**src/rtl/fft_pkg.sv**
```systemverilog
// Shared constants, state encoding and address helpers
// for the radix-2 ping-pong FFT sequencer.
package fft_pkg;

  localparam int FFT_M = 5;
  localparam int N     = 1 << FFT_M;
  localparam int NB    = N / 2;

  typedef enum logic [1:0] {
    IDLE,
    RUN,
    DONE
  } state_e;

  function automatic logic [31:0] bitrev(
    input logic [31:0] x,
    input int          m
  );
    logic [31:0] r;
    r = '0;
    for (int i = 0; i < 32; i++) begin
      if (i < m) r[i] = x[m-1-i];
    end
    return r;
  endfunction

  // Rotate left by r inside an m-bit field.
  function automatic logic [31:0] rotl(
    input logic [31:0] x,
    input int          r,
    input int          m
  );
    logic [31:0] mask;
    mask = (32'd1 << m) - 32'd1;
    return ((x << r) | ((x & mask) >> (m - r))) & mask;
  endfunction

endpackage

```
**src/rtl/fft_agu.sv**
```systemverilog
// Butterfly address generator: operand pair and
// twiddle index from level and butterfly counters.
module fft_agu
  import fft_pkg::*;
#(
  parameter int M  = FFT_M,
  parameter int LW = (M > 1) ? $clog2(M) : 1
) (
  input  logic [LW-1:0] lvl_i,
  input  logic [M-2:0]  j_i,
  output logic [M-1:0]  adr_a_o,
  output logic [M-1:0]  adr_b_o,
  output logic [M-2:0]  twiddle_adr_o
);

  logic [M-1:0] even;
  logic [M-1:0] odd;
  logic [M-2:0] low;
  int           sh;

  assign even = {j_i, 1'b0};
  assign odd  = {j_i, 1'b1};
  assign sh   = M - 1 - int'(lvl_i);

  assign adr_a_o = M'(rotl(32'(even), int'(lvl_i), M));
  assign adr_b_o = M'(rotl(32'(odd), int'(lvl_i), M));

  // Keep only the top lvl bits of j.
  assign low = (M-1)'((32'd1 << sh) - 32'd1);
  assign twiddle_adr_o = j_i & ~low;

endmodule

```
**src/rtl/fft_sequencer.sv**
```systemverilog
// Load / compute / readout control for the ping-pong
// radix-2 FFT: RAM addressing, write enables, twiddles.
module fft_sequencer
  import fft_pkg::*;
#(
  parameter int M = FFT_M
) (
  input  logic         clk,
  input  logic         reset,
  input  logic         start,
  input  logic         load,
  input  logic [M-1:0] rd_adr,
  output logic         done,
  output logic         rd_sel,
  output logic         we0,
  output logic [M-1:0] adr0_a,
  output logic [M-1:0] adr0_b,
  output logic         we1,
  output logic [M-1:0] adr1_a,
  output logic [M-1:0] adr1_b,
  output logic [M-2:0] twiddle_adr
);

  localparam int LW = (M > 1) ? $clog2(M) : 1;
  localparam int NH = (1 << M) / 2;
  localparam logic [M-2:0] JMAX = (M-1)'(NH - 1);
  localparam logic [LW-1:0] LMAX = LW'(M - 1);

  state_e        state_q, state_d;
  logic [LW-1:0] lvl_q, lvl_d;
  logic [M-2:0]  j_q, j_d;

  logic [M-1:0]  adr_a;
  logic [M-1:0]  adr_b;
  logic [M-2:0]  tw;
  logic [M-1:0]  rev;

  fft_agu #(
    .M  (M),
    .LW (LW)
  ) u_agu (
    .lvl_i         (lvl_q),
    .j_i           (j_q),
    .adr_a_o       (adr_a),
    .adr_b_o       (adr_b),
    .twiddle_adr_o (tw)
  );

  assign rev = M'(bitrev(32'(rd_adr), M));

  always_ff @(posedge clk) begin
    if (reset) begin
      state_q <= IDLE;
      lvl_q   <= '0;
      j_q     <= '0;
    end else begin
      state_q <= state_d;
      lvl_q   <= lvl_d;
      j_q     <= j_d;
    end
  end

  always_comb begin
    state_d = state_q;
    lvl_d   = lvl_q;
    j_d     = j_q;
    unique case (state_q)
      IDLE: begin
        if (start) begin
          state_d = RUN;
          lvl_d   = '0;
          j_d     = '0;
        end
      end
      RUN: begin
        j_d = j_q + 1'b1;
        if (j_q == JMAX) begin
          if (lvl_q == LMAX) begin
            state_d = DONE;
            lvl_d   = '0;
          end else begin
            lvl_d = lvl_q + 1'b1;
          end
        end
      end
      DONE: ;
      default: state_d = IDLE;
    endcase
  end

  always_comb begin
    done        = 1'b0;
    rd_sel      = 1'b0;
    we0         = load;
    we1         = 1'b0;
    adr0_a      = rev;
    adr0_b      = rev;
    adr1_a      = rd_adr;
    adr1_b      = rd_adr;
    twiddle_adr = '0;
    unique case (1'b1)
      (state_q == RUN): begin
        // Even levels read RAM0 into RAM1, odd the reverse.
        rd_sel      = lvl_q[0];
        we0         = lvl_q[0];
        we1         = ~lvl_q[0];
        adr0_a      = adr_a;
        adr0_b      = adr_b;
        adr1_a      = adr_a;
        adr1_b      = adr_b;
        twiddle_adr = tw;
      end
      (state_q == DONE): begin
        done   = 1'b1;
        rd_sel = 1'(M % 2);
        we0    = 1'b0;
        adr0_a = rd_adr;
        adr0_b = rd_adr;
      end
      default: ;
    endcase
  end

endmodule

```
**config.mk**
```make
export PLATFORM = sky130hd
export DESIGN_NAME = fft_sequencer
export DESIGN_NICKNAME = d
export VERILOG_FILES = /design/src/rtl/fft_pkg.sv /design/src/rtl/fft_agu.sv /design/src/rtl/fft_sequencer.sv
export SDC_FILE = /design/constraint.sdc
export NUM_CORES = 1
export LEC_CHECK = 0
export CAP_MARGIN = 20
export CORE_MARGIN = 2
export CORE_UTILIZATION = 43
export CTS_CLUSTER_SIZE = 16
export DETAILED_ROUTE_END_ITERATION = 16
export GPL_ROUTABILITY_DRIVEN = 0
export GPL_TIMING_DRIVEN = 0
export PLACE_DENSITY = 0.74
export SLEW_MARGIN = 20
export SYNTH_ARGS = -nofsm -noshare
export SYNTH_HDL_FRONTEND = slang
export SYNTH_SLANG_ARGS = --single-unit
```
**constraint.sdc**
```tcl
create_clock -name clk -period 3.7 [get_ports clk]
set_input_delay 0.555 -clock clk [delete_from_list [all_inputs] [get_ports clk]]
set_output_delay 0.555 -clock clk [all_outputs]
set_load 0.02 [all_outputs]
```
[Yosys cells after proc, flatten, opt, wreduce, memory -nomap -nowiden]
Cells that the tools add are included.
Cells by class
  add/subtract/negate cells: 5
  eq/ne operators: 7
  shift-type cells: 5
  multiplexer cells: 19
  bitwise gates (word level): 6
  reductions and logical operators: 5
Operator list (count)
  5-bit by 32-bit >> shifter with 5-bit output: 2
  1-bit by 32-bit left shift with 4-bit output (first input constant): 1
  5-bit case mux with 2 select lines: 2
  5-bit two-way mux: 2
  5-bit OR: 2
  5-bit by 3-bit left shift with 5-bit output: 2
  3-bit two-way mux: 3
  4-bit two-way mux: 2
  4-bit case mux with 2 select lines: 1
  3-bit by 3-bit subtractor with 4-bit output (first input constant): 2
  2-bit two-way mux: 3
  2-bit inequality test (second input constant): 3
  2-bit case mux with 3 select lines: 1
  3-bit case mux with 2 select lines: 1
  4-bit by 1-bit adder with 4-bit output (second input constant): 1
  4-bit bitwise AND: 1
  4-bit == test (second input constant): 1
  4-bit NOT: 1
  1-bit case mux with 2 select lines: 2
  4-bit AND reduction: 1
  4-bit by 1-bit subtractor with 4-bit output (second input constant): 1
  3-bit by 1-bit adder with 3-bit output (second input constant): 1
  3-bit == test (second input constant): 1
  3-bit AND reduction: 1
  7 further kinds: 9
Storage, ports and cells
  register bits after elaboration: 9
  bits of input ports: 9
  output and inout port bits: 28
  word-level logic and storage cells: 50

[Depth between registers and ports, before layout]
  word-level depth: 6
  depth in mapped cells: 9
  mapped depth without buffers: 8

[Modules after synthesis]
Synthesis repeated with hierarchy kept, for this count alone.
Unflattened totals
  cell total of the unflattened synthesis: 187
  area total of the unflattened synthesis: 1317.5 um2
Modules (own cells, without submodules)
  fft_sequencer: times used 1, cells each 120, area an instance 839.6 um2, sequential area each 180.2 um2
  fft_agu: times used 1, cells each 67, area an instance 478.0 um2, sequential area each 0.0 um2

[Worst setup path before layout]
Ideal clock, no wire load.
  path type: register to output
  start: register lvl_q[1]
  end: output port twiddle_adr[2]
  arrival: 1.963 ns
  slack: 1.182 ns
  stages on the path, launching flop included: 9
  buffers on the path: 0
  cells stage by stage: dfxtp_1 inv_2 ha_1 ha_1 nor2b_1 o211ai_1 ha_1 xor2_1 and3_1
On the way
  longest elaborated chain between the ends: 6
RTL lines
  start, declared: RTL line fft_sequencer.sv:30  | logic [LW-1:0] lvl_q, lvl_d;
  start signal, assigned: RTL line fft_sequencer.sv:58  | lvl_q <= lvl_d;
  3-bit by 3-bit subtractor with 4-bit output: RTL line fft_agu.sv:23  | assign sh = M - 1 - int'(lvl_i);
  1-bit by 32-bit left shift with 4-bit output: RTL line fft_agu.sv:29  | assign low = (M-1)'((32'd1 << sh) - 32'd1);
  4-bit by 1-bit subtractor with 4-bit output: RTL line fft_agu.sv:29
  4-bit NOT: RTL line fft_agu.sv:30  | assign twiddle_adr_o = j_i & ~low;
  4-bit bitwise AND: RTL line fft_agu.sv:30
  4-bit two-way mux: RTL line fft_sequencer.sv:101  | unique case (1'b1)
  end, declared: RTL line fft_sequencer.sv:21  | output logic [M-2:0] twiddle_adr
Every way passes these cells.

[Worst setup path in the final report]
  start: register lvl_q[0]
  end: output port twiddle_adr[2]
The elaborated chain is that of the path after synthesis.

==> results.toml <==
[yosys]
synth_common_cells = "nor2_1 (20), a21oi_1 (16), nand2_1 (14)"
syn_inst = 186
synth_top_family_by_area = "compound AO/OA/AOI/OAI gates"
ys_warn_count = 0
synth_most_common_cell = "nor2_1"
ys_ff_latch = 9
synth_enable_flop_cells = 0
synthSimpleGateAreaFrac_pct = 29.17
avgSynthCellArea_um2 = 6.848
synthesis.area_um2 = 1274
synth.area.mux_share_pct = 5.108
synth_fp_nets = 206
ys.flop_type = "dfxtp_1"
yosys.cell_types.count = 43
synth_compound_area_share_pct = 29.76
ys_seq_area_share_pct = 14.15
synth_top_area_cell = "dfxtp_1"
synth_top_area_share_pct = 14.15
synth_fa_ha_area_share_pct = 10.81
async_reset_ff_share_pct = 0
yosys-top-cells-area = "dfxtp_1 (14%), ha_1 (11%), a21oi_1 (6.3%)"
synth_xor_xnor_area_share_pct = 1.375

[finish]
post-route-util_pct = 60.41
final_nets = 245
antenna-diode-count = 0
drive_above_1_share_pct = 10.71
area_delta_synth_final_pct = 31.93

[placement]
io_buffers = 34
dp_hpwl_um = 2925

[timing]
clock_skew_ps = 1.894
fmax_mhz = 289.3
post-route-period-util_pct = 93.42
maxSlewHeadroom_pct = 71.41
period_minus_slack_ps = 3457
finalHoldViolCount = 0
setup_violations = 0
tns_ps = 0
hold_slack_ps = 513.7
drv_slew = 0
worst_slew_pin_slew_ps = 426.2
rsz0062_at_grt = "false"

[die]
start_util_pct = 45.79
die_h_um = 58.43
io_pins = 37
dieArea_um2 = 3413
core_um2 = 2781
rows = 19
die_x_um = 58.43

[global_route]
grt_max_degree = 12
grt_pass1_vias = 1407
antenna_found_initial = 0
grt_use_total_pct = 22.58
grt_pass1_wl_um = 6141
grt_overflow_total = 0

[clock_network]
cts_inserted_buffers = 3
clk_pin_slew_ps = 60
clk_latency_ps = 270
cts-root-buf = "clkbuf_4"
htreeDepth = 1
cts_hold_buf = 0
cts_tree = "built"
clkSinkCount = 9
cts_setup_buffers = 0
clk_path_buf_depth = 2

[run_status]
outcome = "finished clean"

[drt]
via_per_inst = 5.973
finalWirelength_um = 3756
vias = 1523
drtAntennaViolNets = 0
first_pass_iters = 4
post_drt_wl_per_cell_um = 14.73
drc = 0
drt_iter0_markers = 61

[critical_path]
critPathArrivalTime_ps = 2900
path_max_fanout = 8
cpMaxStageDelayCell = "clkdlybuf4s50_1"
worstPathCellList = "buf_6 > inv_1 > ha_1 > ha_1 > nor2b_1 > o211ai_1 > ha_1 > xor2_1 > and3_1 > clkdlybuf4s50_1"
slowest_delay_ps = 600
critical_path_class = "reg -> out"
crit_top_cell = "ha_1"
start_kind = "flop"
crit_required_ps = 3140
cp-end-kind = "primary output"

[job]
cap_violations = 0

[power]
power-per-cell-area_nw_per_um2 = 237.3
ir_drop_uv = 226.7
power_leakage_uw = 0.0006376

[hold_path]
hold_path_class = "reg -> reg"
==> routing by layer <==
layer | vias up | part of all wire, % | GRT usage, %
li1 | 747 | - | -
met1 | 720 | 43 | 27.35
met2 | 45 | 50 | 40.45
met3 | 11 | 4.8 | 1.538
met4 | 0 | 2.7 | 10.30
met5 | - | 0 | 0
==> flip-flops by register name (all words and copies together), names as in the netlist <==
name and count:
lvl_q 3, state_q 2, j_q 4
==> cells in the final DEF (no fill, tap or decap), types with 2 or more instances in the layout <==
cell type        count
nand2b_1             8
nand3b_1             3
buf_4                2
a21boi_0             2
ha_1                11
nor3b_1              2
o21ai_1              5
o2111ai_1            2
o21ai_0             11
buf_2               11
clkdlybuf4s50_1     34
clkbuf_4             3
o211ai_1             2
clkbuf_1             3
a21oi_1             16
nor2_1              20
dfxtp_1              8
and3_1               2
inv_1                8
mux2i_1              4
a31oi_1             11
nand2_1             14
nor3_1               9
nor2b_1              4
nand3_1              7
o22ai_1              2
==> power by group <==
| group | internal, µW | leakage [µW] | switching (µW) |
|---|---|---|---|
| clock | 41.8 | 0.0000150 | 37.4 |
| sequential | 99.1 | 0.0000733 | 1.96 |
| combinational | 97.2 | 0.000549 | 121 |
| total | 238 | 0.000638 | 161 |
==> cell type report <==
class / instances / area (µm²)
repair buffers: 34 / 340.3
multi-input cells: 152 / 970.9
well taps: 31 / 38.79
flip-flops and latches: 9 / 181.4
plain buffers: 16 / 88.84
fillers: 272 / 1101
inverters: 9 / 33.78
clock buffers: 4 / 26.28
==> cell families (layout without fill, tap and decap cells) <==
group / after synthesis / in the layout
simple gates: 73 / 73
compound gates: 60 / 60
buf+inv: 25 / 63
fa+ha+maj: 11 / 11
flops: 9 / 9
mux: 6 / 6
xor+xnor: 2 / 2
==> per-stage QoR <==
step / worst slack (ps) / area [µm²] / power, µW / cells
2_1_floorplan: 1182 / 1274 / 229.8 / 186
3_3_place_gp: 499.6 / 1653 / 317.2 / 251
3_5_place_dp: 450.0 / 1653 / 321.4 / 251
4_1_cts: 149.7 / 1679 / 399.3 / 255
5_1_grt: 87.59 / 1680 / 422.5 / 255
6_report: 243.4 / 1680 / 398.8 / 255
==> final timing paths <==
check,start,endpoint,slack [ps],cells after the start
max,lvl_q[0],twiddle_adr[2],240,10
min,state_q[1],state_q[1],510,2
max reg2reg,lvl_q[0],lvl_q[2],1740,8
min reg2reg,state_q[1],state_q[1],510,2
==> worst max-delay path, delay by kind of cell (launching register included) <==
| family | cells | cell delay, ps |
|---|---|---|
| flip-flops | 1 | 350 |
| buffers and inverters | 3 | 850 |
| adder cells (fa/ha/maj) | 3 | 770 |
| AO/OA/AOI/OAI | 1 | 150 |
| AND/OR/NAND/NOR | 2 | 360 |
| XOR/XNOR | 1 | 150 |
==> repair_timing <==
action	4_1_cts	5_1_grt
resized for setup	0	1
setup endpoints to repair	0	1
hold endpoints to repair	0	0
No activity file was read; power rests on OpenSTA's default activity.
